[src/rtl/demux4way1_reg_if.sv]
// Handshake bundle for the registered 1-to-4 demux: one producer port,
// four consumer lanes, plus per-lane delivery counters and a busy flag.
interface demux4way1_reg_if #(
   parameter int WIDTH = 32,
   parameter int CNT_W = 8
);
   logic             in_valid;
   logic             in_ready;
   logic [WIDTH-1:0] in_data;
   logic [1:0]       in_sel;
   logic [3:0]       out_valid;
   logic [3:0]       out_ready;
   logic [WIDTH-1:0] out_a, out_b, out_c, out_d;
   logic [CNT_W-1:0] cnt_a, cnt_b, cnt_c, cnt_d;
   logic             busy;

   modport master (
      output in_valid, in_data, in_sel, out_ready,
      input  in_ready, out_valid, out_a, out_b, out_c, out_d,
             cnt_a, cnt_b, cnt_c, cnt_d, busy
   );

   modport slave (
      input  in_valid, in_data, in_sel, out_ready,
      output in_ready, out_valid, out_a, out_b, out_c, out_d,
             cnt_a, cnt_b, cnt_c, cnt_d, busy
   );
endinterface

[src/rtl/demux4way1_reg.sv]
// Registered 1-to-4 demultiplexer: one holding register routes each word to
// lane hold_sel with valid/ready on every port; per-lane wrapping counters.
module demux4way1_reg #(
   parameter int WIDTH = 32,
   parameter int CNT_W = 8
) (
   input  logic              clk,
   input  logic              reset,
   demux4way1_reg_if.slave   bus
);
   typedef enum logic {EMPTY = 1'b0, FULL = 1'b1} state_t;

   state_t                      state_q, state_d;
   logic [WIDTH-1:0]            hold_data;
   logic [1:0]                  hold_sel;
   logic                        deliver, accept, rdy;
   logic [3:0]                  lane_vld;
   logic [3:0][WIDTH-1:0]       lane_data;
   logic [3:0][CNT_W-1:0]       cnt_q;

   // Ready looks through to the selected consumer so a full slot can
   // drain and refill on the same edge (one word per cycle).
   assign deliver = (state_q == FULL) && bus.out_ready[hold_sel];
   assign rdy     = (state_q == EMPTY) || bus.out_ready[hold_sel];
   assign accept  = bus.in_valid && rdy;

   always_comb begin
      state_d = state_q;
      case (state_q)
         EMPTY:   if (bus.in_valid) state_d = FULL;
         FULL:    if (deliver && !bus.in_valid) state_d = EMPTY;
         default: state_d = EMPTY;
      endcase
   end

   always_ff @(posedge clk) begin
      if (reset) begin
         state_q   <= EMPTY;
         hold_data <= '0;
         hold_sel  <= 2'b00;
      end else begin
         state_q <= state_d;
         if (accept) begin
            hold_data <= bus.in_data;
            hold_sel  <= bus.in_sel;
         end
      end
   end

   for (genvar k = 0; k < 4; k++) begin : g_lane
      assign lane_vld[k]  = (state_q == FULL) && (hold_sel == 2'(k));
      assign lane_data[k] = lane_vld[k] ? hold_data : '0;

      always_ff @(posedge clk) begin
         if (reset)
            cnt_q[k] <= '0;
         else if (deliver && (hold_sel == 2'(k)))
            cnt_q[k] <= cnt_q[k] + CNT_W'(1);
      end
   end

   assign bus.in_ready  = rdy;
   assign bus.out_valid = lane_vld;
   assign bus.out_a     = lane_data[0];
   assign bus.out_b     = lane_data[1];
   assign bus.out_c     = lane_data[2];
   assign bus.out_d     = lane_data[3];
   assign bus.cnt_a     = cnt_q[0];
   assign bus.cnt_b     = cnt_q[1];
   assign bus.cnt_c     = cnt_q[2];
   assign bus.cnt_d     = cnt_q[3];
   assign bus.busy      = (state_q == FULL);
endmodule

[src/flat_wrapper.sv]
// flat-port wrapper written by rule: the top's interface ports become plain ports
module demux4way1_reg_flat 
#(
   parameter int WIDTH = 32,
   parameter int CNT_W = 8
)
  (clk, reset, bus_in_valid, bus_in_data, bus_in_sel, bus_out_ready, bus_in_ready, bus_out_valid, bus_out_a, bus_out_b, bus_out_c, bus_out_d, bus_cnt_a, bus_cnt_b, bus_cnt_c, bus_cnt_d, bus_busy);
  demux4way1_reg_if #(.WIDTH(WIDTH), .CNT_W(CNT_W)) bus_i ();
  input  logic clk;
  input  logic reset;
  input wire logic [$bits(bus_i.in_valid)-1:0] bus_in_valid;
  input wire logic [$bits(bus_i.in_data)-1:0] bus_in_data;
  input wire logic [$bits(bus_i.in_sel)-1:0] bus_in_sel;
  input wire logic [$bits(bus_i.out_ready)-1:0] bus_out_ready;
  output wire logic [$bits(bus_i.in_ready)-1:0] bus_in_ready;
  output wire logic [$bits(bus_i.out_valid)-1:0] bus_out_valid;
  output wire logic [$bits(bus_i.out_a)-1:0] bus_out_a;
  output wire logic [$bits(bus_i.out_b)-1:0] bus_out_b;
  output wire logic [$bits(bus_i.out_c)-1:0] bus_out_c;
  output wire logic [$bits(bus_i.out_d)-1:0] bus_out_d;
  output wire logic [$bits(bus_i.cnt_a)-1:0] bus_cnt_a;
  output wire logic [$bits(bus_i.cnt_b)-1:0] bus_cnt_b;
  output wire logic [$bits(bus_i.cnt_c)-1:0] bus_cnt_c;
  output wire logic [$bits(bus_i.cnt_d)-1:0] bus_cnt_d;
  output wire logic [$bits(bus_i.busy)-1:0] bus_busy;
  assign bus_i.in_valid = bus_in_valid;
  assign bus_i.in_data = bus_in_data;
  assign bus_i.in_sel = bus_in_sel;
  assign bus_i.out_ready = bus_out_ready;
  assign bus_in_ready = bus_i.in_ready;
  assign bus_out_valid = bus_i.out_valid;
  assign bus_out_a = bus_i.out_a;
  assign bus_out_b = bus_i.out_b;
  assign bus_out_c = bus_i.out_c;
  assign bus_out_d = bus_i.out_d;
  assign bus_cnt_a = bus_i.cnt_a;
  assign bus_cnt_b = bus_i.cnt_b;
  assign bus_cnt_c = bus_i.cnt_c;
  assign bus_cnt_d = bus_i.cnt_d;
  assign bus_busy = bus_i.busy;
  demux4way1_reg #(.WIDTH(WIDTH), .CNT_W(CNT_W)) u_core (.clk(clk), .reset(reset), .bus(bus_i));
endmodule
[config.mk]
export PLATFORM = sky130hd
export DESIGN_NAME = demux4way1_reg_flat
export DESIGN_NICKNAME = d
export VERILOG_FILES = /design/src/rtl/demux4way1_reg_if.sv /design/src/rtl/demux4way1_reg.sv /design/src/flat_wrapper.sv
export SDC_FILE = /design/constraint.sdc
export NUM_CORES = 1
export LEC_CHECK = 0
export ABC_AREA = 1
export CAP_MARGIN = 0
export CORE_ASPECT_RATIO = 0.8
export CORE_UTILIZATION = 44
export DETAILED_ROUTE_END_ITERATION = 8
export GPL_ROUTABILITY_DRIVEN = 1
export PLACE_DENSITY = 0.84
export SKIP_LAST_GASP = 1
export SLEW_MARGIN = 20
export SYNTH_ARGS = -nofsm -noshare
export SYNTH_HDL_FRONTEND = slang
export SYNTH_SLANG_ARGS = --single-unit
[constraint.sdc]
create_clock -name clk -period 3.16 [get_ports clk]
set_input_delay 0.474 -clock clk [delete_from_list [all_inputs] [get_ports clk]]
set_output_delay 0.474 -clock clk [all_outputs]
set_load 0.01 [all_outputs]
# Word-level counts from Yosys, hierarchy flattened
# Cells that the tools add are included.
[classes]
n_addsub = 4
order_cmp = 1
n_eq_ne = 3
n_mux = 9
bitwise = 1
n_reduce_logical = 14
[ops]
columns = ["cell", "n"]
rows = [
  ["$mux 32", 4],
  ["$add 8x1->8 const B", 4],
  ["$logic_and 1x1->1", 11],
  ["$eq 2x2->1 const B", 2],
  ["$lt 2x3->1 const B", 1],
  ["$mux 1", 3],
  ["$bmux 1 s2", 1],
  ["$eq 2x1->1 const B", 1],
  ["$logic_not 2->1", 1],
  ["$pmux 1 s2", 1],
  ["$logic_not 1->1", 1],
  ["$logic_or 1x1->1", 1],
  ["$not 1->1", 1],
]
[word_totals]
ff_bits = 67
word_cells = 39
out_inout_bits = 166
inputBits = 41

# Logic depth before layout (Yosys ltp)
# Gate-level depths: netlist (run 1).
[depth]
depth_word = 6
depth_mapped = 10
mapped_depth_nobuf = 9

# Worst setup path before layout (run 1)
# OpenSTA, ideal clock, no wires.
[synth_timing]
path_type = "register to output"
start = "reg u_core.state_q, in the netlist u_core.bus.busy"
end = "out bus_out_d[10]"
slack_ps = 1498
required_time_ps = 2686
t_arrival_ps = 1188
path_stages_with_launch = 5
n_path_buf = 2
cell_sequence = "dfxtp_1 buf_2 nand3_1 clkbuf_1 nor2_1"
[synth_between]
elab_chain_len = 2
[synth_lines]
columns = ["item", "line", "rtl"]
rows = [
  ["start: declaration", "demux4way1_reg.sv:13", "state_t state_q, state_d;"],
  ["start signal: assignment", "demux4way1_reg.sv:42", "state_q <= state_d;"],
  ["$logic_and 1x1->1", "demux4way1_reg.sv:51", "assign lane_vld[k] = (state_q == FULL) && (hold_sel == 2'(k));"],
  ["$mux 32", "demux4way1_reg.sv:52", "assign lane_data[k] = lane_vld[k] ? hold_data : '0;"],
  ["end: declaration", "flat_wrapper.sv:20", "output wire logic [$bits(bus_i.out_d)-1:0] bus_out_d;"],
]
# Every way passes these cells.

# Final worst setup path (run 1)
[layout_timing]
start = "reg u_core.state_q, in the netlist u_core.bus.busy"
end = "out bus_out_a[9]"
[layout_between]
elab_chain_len = 2
[layout_lines]
columns = ["item", "line", "rtl"]
rows = [
  ["$logic_and 1x1->1", "demux4way1_reg.sv:51", ""],
  ["$mux 32", "demux4way1_reg.sv:52", ""],
  ["end: declaration", "flat_wrapper.sv:17", "output wire logic [$bits(bus_i.out_a)-1:0] bus_out_a;"],
]
# Every way passes these cells.

==> metrics.yaml, run 1 <==
outcome: "finished clean"
place_area_mm2: 0.00614
asyncSetResetFlopFracSynth_pct: 0
globalRouteTotalUtil_pct: 26.9
drcViolationCount: 0
die_width_um: 110
synthesis_to_layout_area_growth_pct: 57.3
clkSlewWorstSetupHoldPaths_ps: 50
drive_above_1_share_pct: 4.20
synth_top_cells_by_area: "sky130_fd_sc_hd__dfxtp_1 33%, sky130_fd_sc_hd__nor2_1 17%, sky130_fd_sc_hd__nand2_1 13%"
detail_route.vias_per_cell: 4.94
first_pass_grt_wire_length_um: 20300
gp_routability_congestion: 0.834
synthesized_net_count: 736
design_power_total_mw: 2.19
worst_slew_margin_relative_to_its_limit_pct: 57.0
grt_use_met2_pct: 47.4
detail_route.first_pass.iterations: 5
final_design_area_no_fill_mm2: 0.00640
setup_violations: 0
io_buffer_count: 206
power.net_switching_mw: 0.597
fp.coreArea_mm2: 0.00871
die_y_um: 88.0
hold_buffers: 0
synth_area_per_cell_um2: 5.89
htreeDepth: 3
grt_busiest_layer: "met2"
max-cap-violations: 0
clock_power_share_pct: 39.9
cts_inserted_buffers: 9
ys_seq_area_share_pct: 33.0
pwr-share-seq_pct: 42.0
arrival_ps: 2270
routed-via-count: 4907
yosysWarningCount: 0
insertion_delay_ps: 320
die_area_mm2: 0.00964
dp_hpwl_um: 9410
finalHoldViolations: 0
max_clock_freq_ghz: 0.364
power_switching_share_pct: 27.3
finalNetCount: 925
synth_top_cell_area_share_pct: 33.0
floorplan.initialDensity_pct: 46.7
pwr-share-comb_pct: 18.1
hold_path_class: "reg -> reg"
yosys_most_used_dff: "sky130_fd_sc_hd__dfxtp_1"
yosysMostFrequentCell: "sky130_fd_sc_hd__nor2_1"
critical_path_required_ps: 2690
crit_path_launch_type: "register"
netlist_instances: 691
number_of_enable_flip_flop_cells_after_synthesis: 0
grt_max_degree: 70
global_route.usage.met3_pct: 8.04
grt-ovfl-total: 0
cts_post_setup_buffers_inserted: 0
setup_tns_ps: 0
timing_worst_slew_pin_value_ps: 645
met1_track_demand_over_resource_in_global_routing_pct: 32.7
cellLeakagePower_nw: 2.72
totalWireLength_um: 13100
root_buffer: "sky130_fd_sc_hd__clkbuf_16"
cp-end-kind: "primary output"
synth-seq-cells: 67
synth_cell_type_count: 23
power.density_cell_area_mw_per_mm2: 342
p_int_mw: 1.59
drv_slew: 0
antenna_violating_nets_post_route: 0
cts_tree: "yes"
core.rowCount: 30
number_of_global_route_vias_before_repair: 4262
ctsResizeCount: 0
clock-sinks: 67
iteration_0_drc_count_of_the_detailed_router: 330
design.portCount: 207
finalClockSkew_ps: 6.62
rsz0062_at_grt: "no"
clock_path_buffers: 2
drt-wirelength-per-cell_um: 13.1
ant_diodes: 0
fin_util_pct: 73.5
crit_fanout: 22
post_synth_most_frequent_cells: "189 x sky130_fd_sc_hd__nor2_1, 144 x sky130_fd_sc_hd__nand2_1, 95 x sky130_fd_sc_hd__inv_1, 67 x sky130_fd_sc_hd__dfxtp_1, 62 x sky130_fd_sc_hd__a21oi_1"
layout_min_cycle_time_ps: 2750
final_min_period_over_clock_period_pct: 86.9
synth_largest_area_cell: "sky130_fd_sc_hd__dfxtp_1"
number_of_antenna_violations_at_the_first_check_in_global_routing: 0
setup.worst_path.class: "reg -> out"
synth_area_mm2: 0.00407
irDropWorstVdd_uv: 291
## worst max-delay path, cell delays in order, from the launching register on
cell                              delay, ps
sky130_fd_sc_hd__dfxtp_1                540
sky130_fd_sc_hd__nand2_1                370
sky130_fd_sc_hd__buf_4                  340
sky130_fd_sc_hd__nor2_1                 120
sky130_fd_sc_hd__clkdlybuf4s50_1        570
## placed cells by master, fill, tap and decap left out, types with 5 or more instances in the layout
cell | synthesis | routed
sky130_fd_sc_hd__o21ai_0 | 6 | 6
sky130_fd_sc_hd__xor2_1 | 7 | 7
sky130_fd_sc_hd__nor2_1 | 189 | 189
sky130_fd_sc_hd__dfxtp_1 | 67 | 67
sky130_fd_sc_hd__nand2_2 | 5 | 5
sky130_fd_sc_hd__inv_1 | 95 | 95
sky130_fd_sc_hd__nand3b_1 | 6 | 6
sky130_fd_sc_hd__clkdlybuf4s50_1 | 0 | 205
sky130_fd_sc_hd__clkbuf_16 | 0 | 9
sky130_fd_sc_hd__a21oi_1 | 62 | 62
sky130_fd_sc_hd__buf_4 | 3 | 10
sky130_fd_sc_hd__nand3_1 | 53 | 53
sky130_fd_sc_hd__nand4_1 | 5 | 5
sky130_fd_sc_hd__nand2_1 | 144 | 144
## path summary, 6_finish.rpt
kind | startpoint | to | slack (ps) | depth (start not counted)
setup / recovery | u_core.bus.busy | bus_out_a[9] | 410 | 4
hold / removal | u_core.hold_data[28] | u_core.hold_data[28] | 480 | 2
setup reg to reg | u_core.hold_sel[0] | u_core.hold_data[25] | 1290 | 8
hold reg to reg | u_core.hold_data[28] | u_core.hold_data[28] | 480 | 2
## power groups by stage
stage          Clock [mW]  Combinational, mW  Sequential (mW)
2_1_floorplan           0              0.249            0.924
3_3_place_gp            0              0.385            0.932
3_5_place_dp            0              0.395            0.935
4_1_cts             0.885              0.396            0.918
5_1_grt             0.925              0.439            0.924
6_report            0.872              0.396            0.919
## stage by stage
stage / hold slack, ps / std cells / setup WS (ps)
final: 479 / 994 / 414
after global routing: 517 / 994 / 295
after CTS: 482 / 994 / 405
after detailed placement: 469 / 981 / 773
after global placement: 462 / 981 / 846
after floorplan: 452 / 691 / 1500
## cell families after synthesis
group / count (synthesis) / synth area share [%]
AOI/OAI and AO/OA: 68 / 8.36
xor gates and xnor gates: 9 / 1.94
adders and majority gates: 4 / 1.23
buffers and inverters: 135 / 13.8
DFF: 67 / 33.0
and+or+nand+nor: 408 / 41.7
## state kept, by name (all words and copies together), names as in the netlist
signal	count
u_core.hold_data	32
u_core.bus.cnt_a	8
u_core.bus.cnt_b	8
u_core.bus.cnt_c	8
u_core.bus.cnt_d	8
u_core.hold_sel	2
u_core.bus.busy	1
## per-layer routing
layer | up-vias | wire length (µm)
li1 | 2476 | -
met1 | 2210 | 5510
met2 | 210 | 6340
met3 | 11 | 1100
met4 | 0 | 124
met5 | - | 0
## area by class of cell
cell class	count	area, µm²
multi-input cells	489	2170
inverters	98	368
flip-flops and latches	67	1340
repair buffers	215	2130
fillers	723	2310
well taps	112	140
clock inverters	3	17.5
clock buffers	10	239
(Power assumes the default switching activity.)
==> inputs of run 2 (changes only) <==
--- a/config.mk
+++ b/config.mk
@@ -6,6 +6,7 @@
 export NUM_CORES = 1
 export LEC_CHECK = 0
 export ABC_AREA = 1
+export ABC_CLOCK_PERIOD_IN_PS = 3160
 export CAP_MARGIN = 0
 export CORE_ASPECT_RATIO = 0.8
 export CORE_UTILIZATION = 44
==> results of run 2 <==
The final DEF is identical to that of run 1; final timing and power are the same.
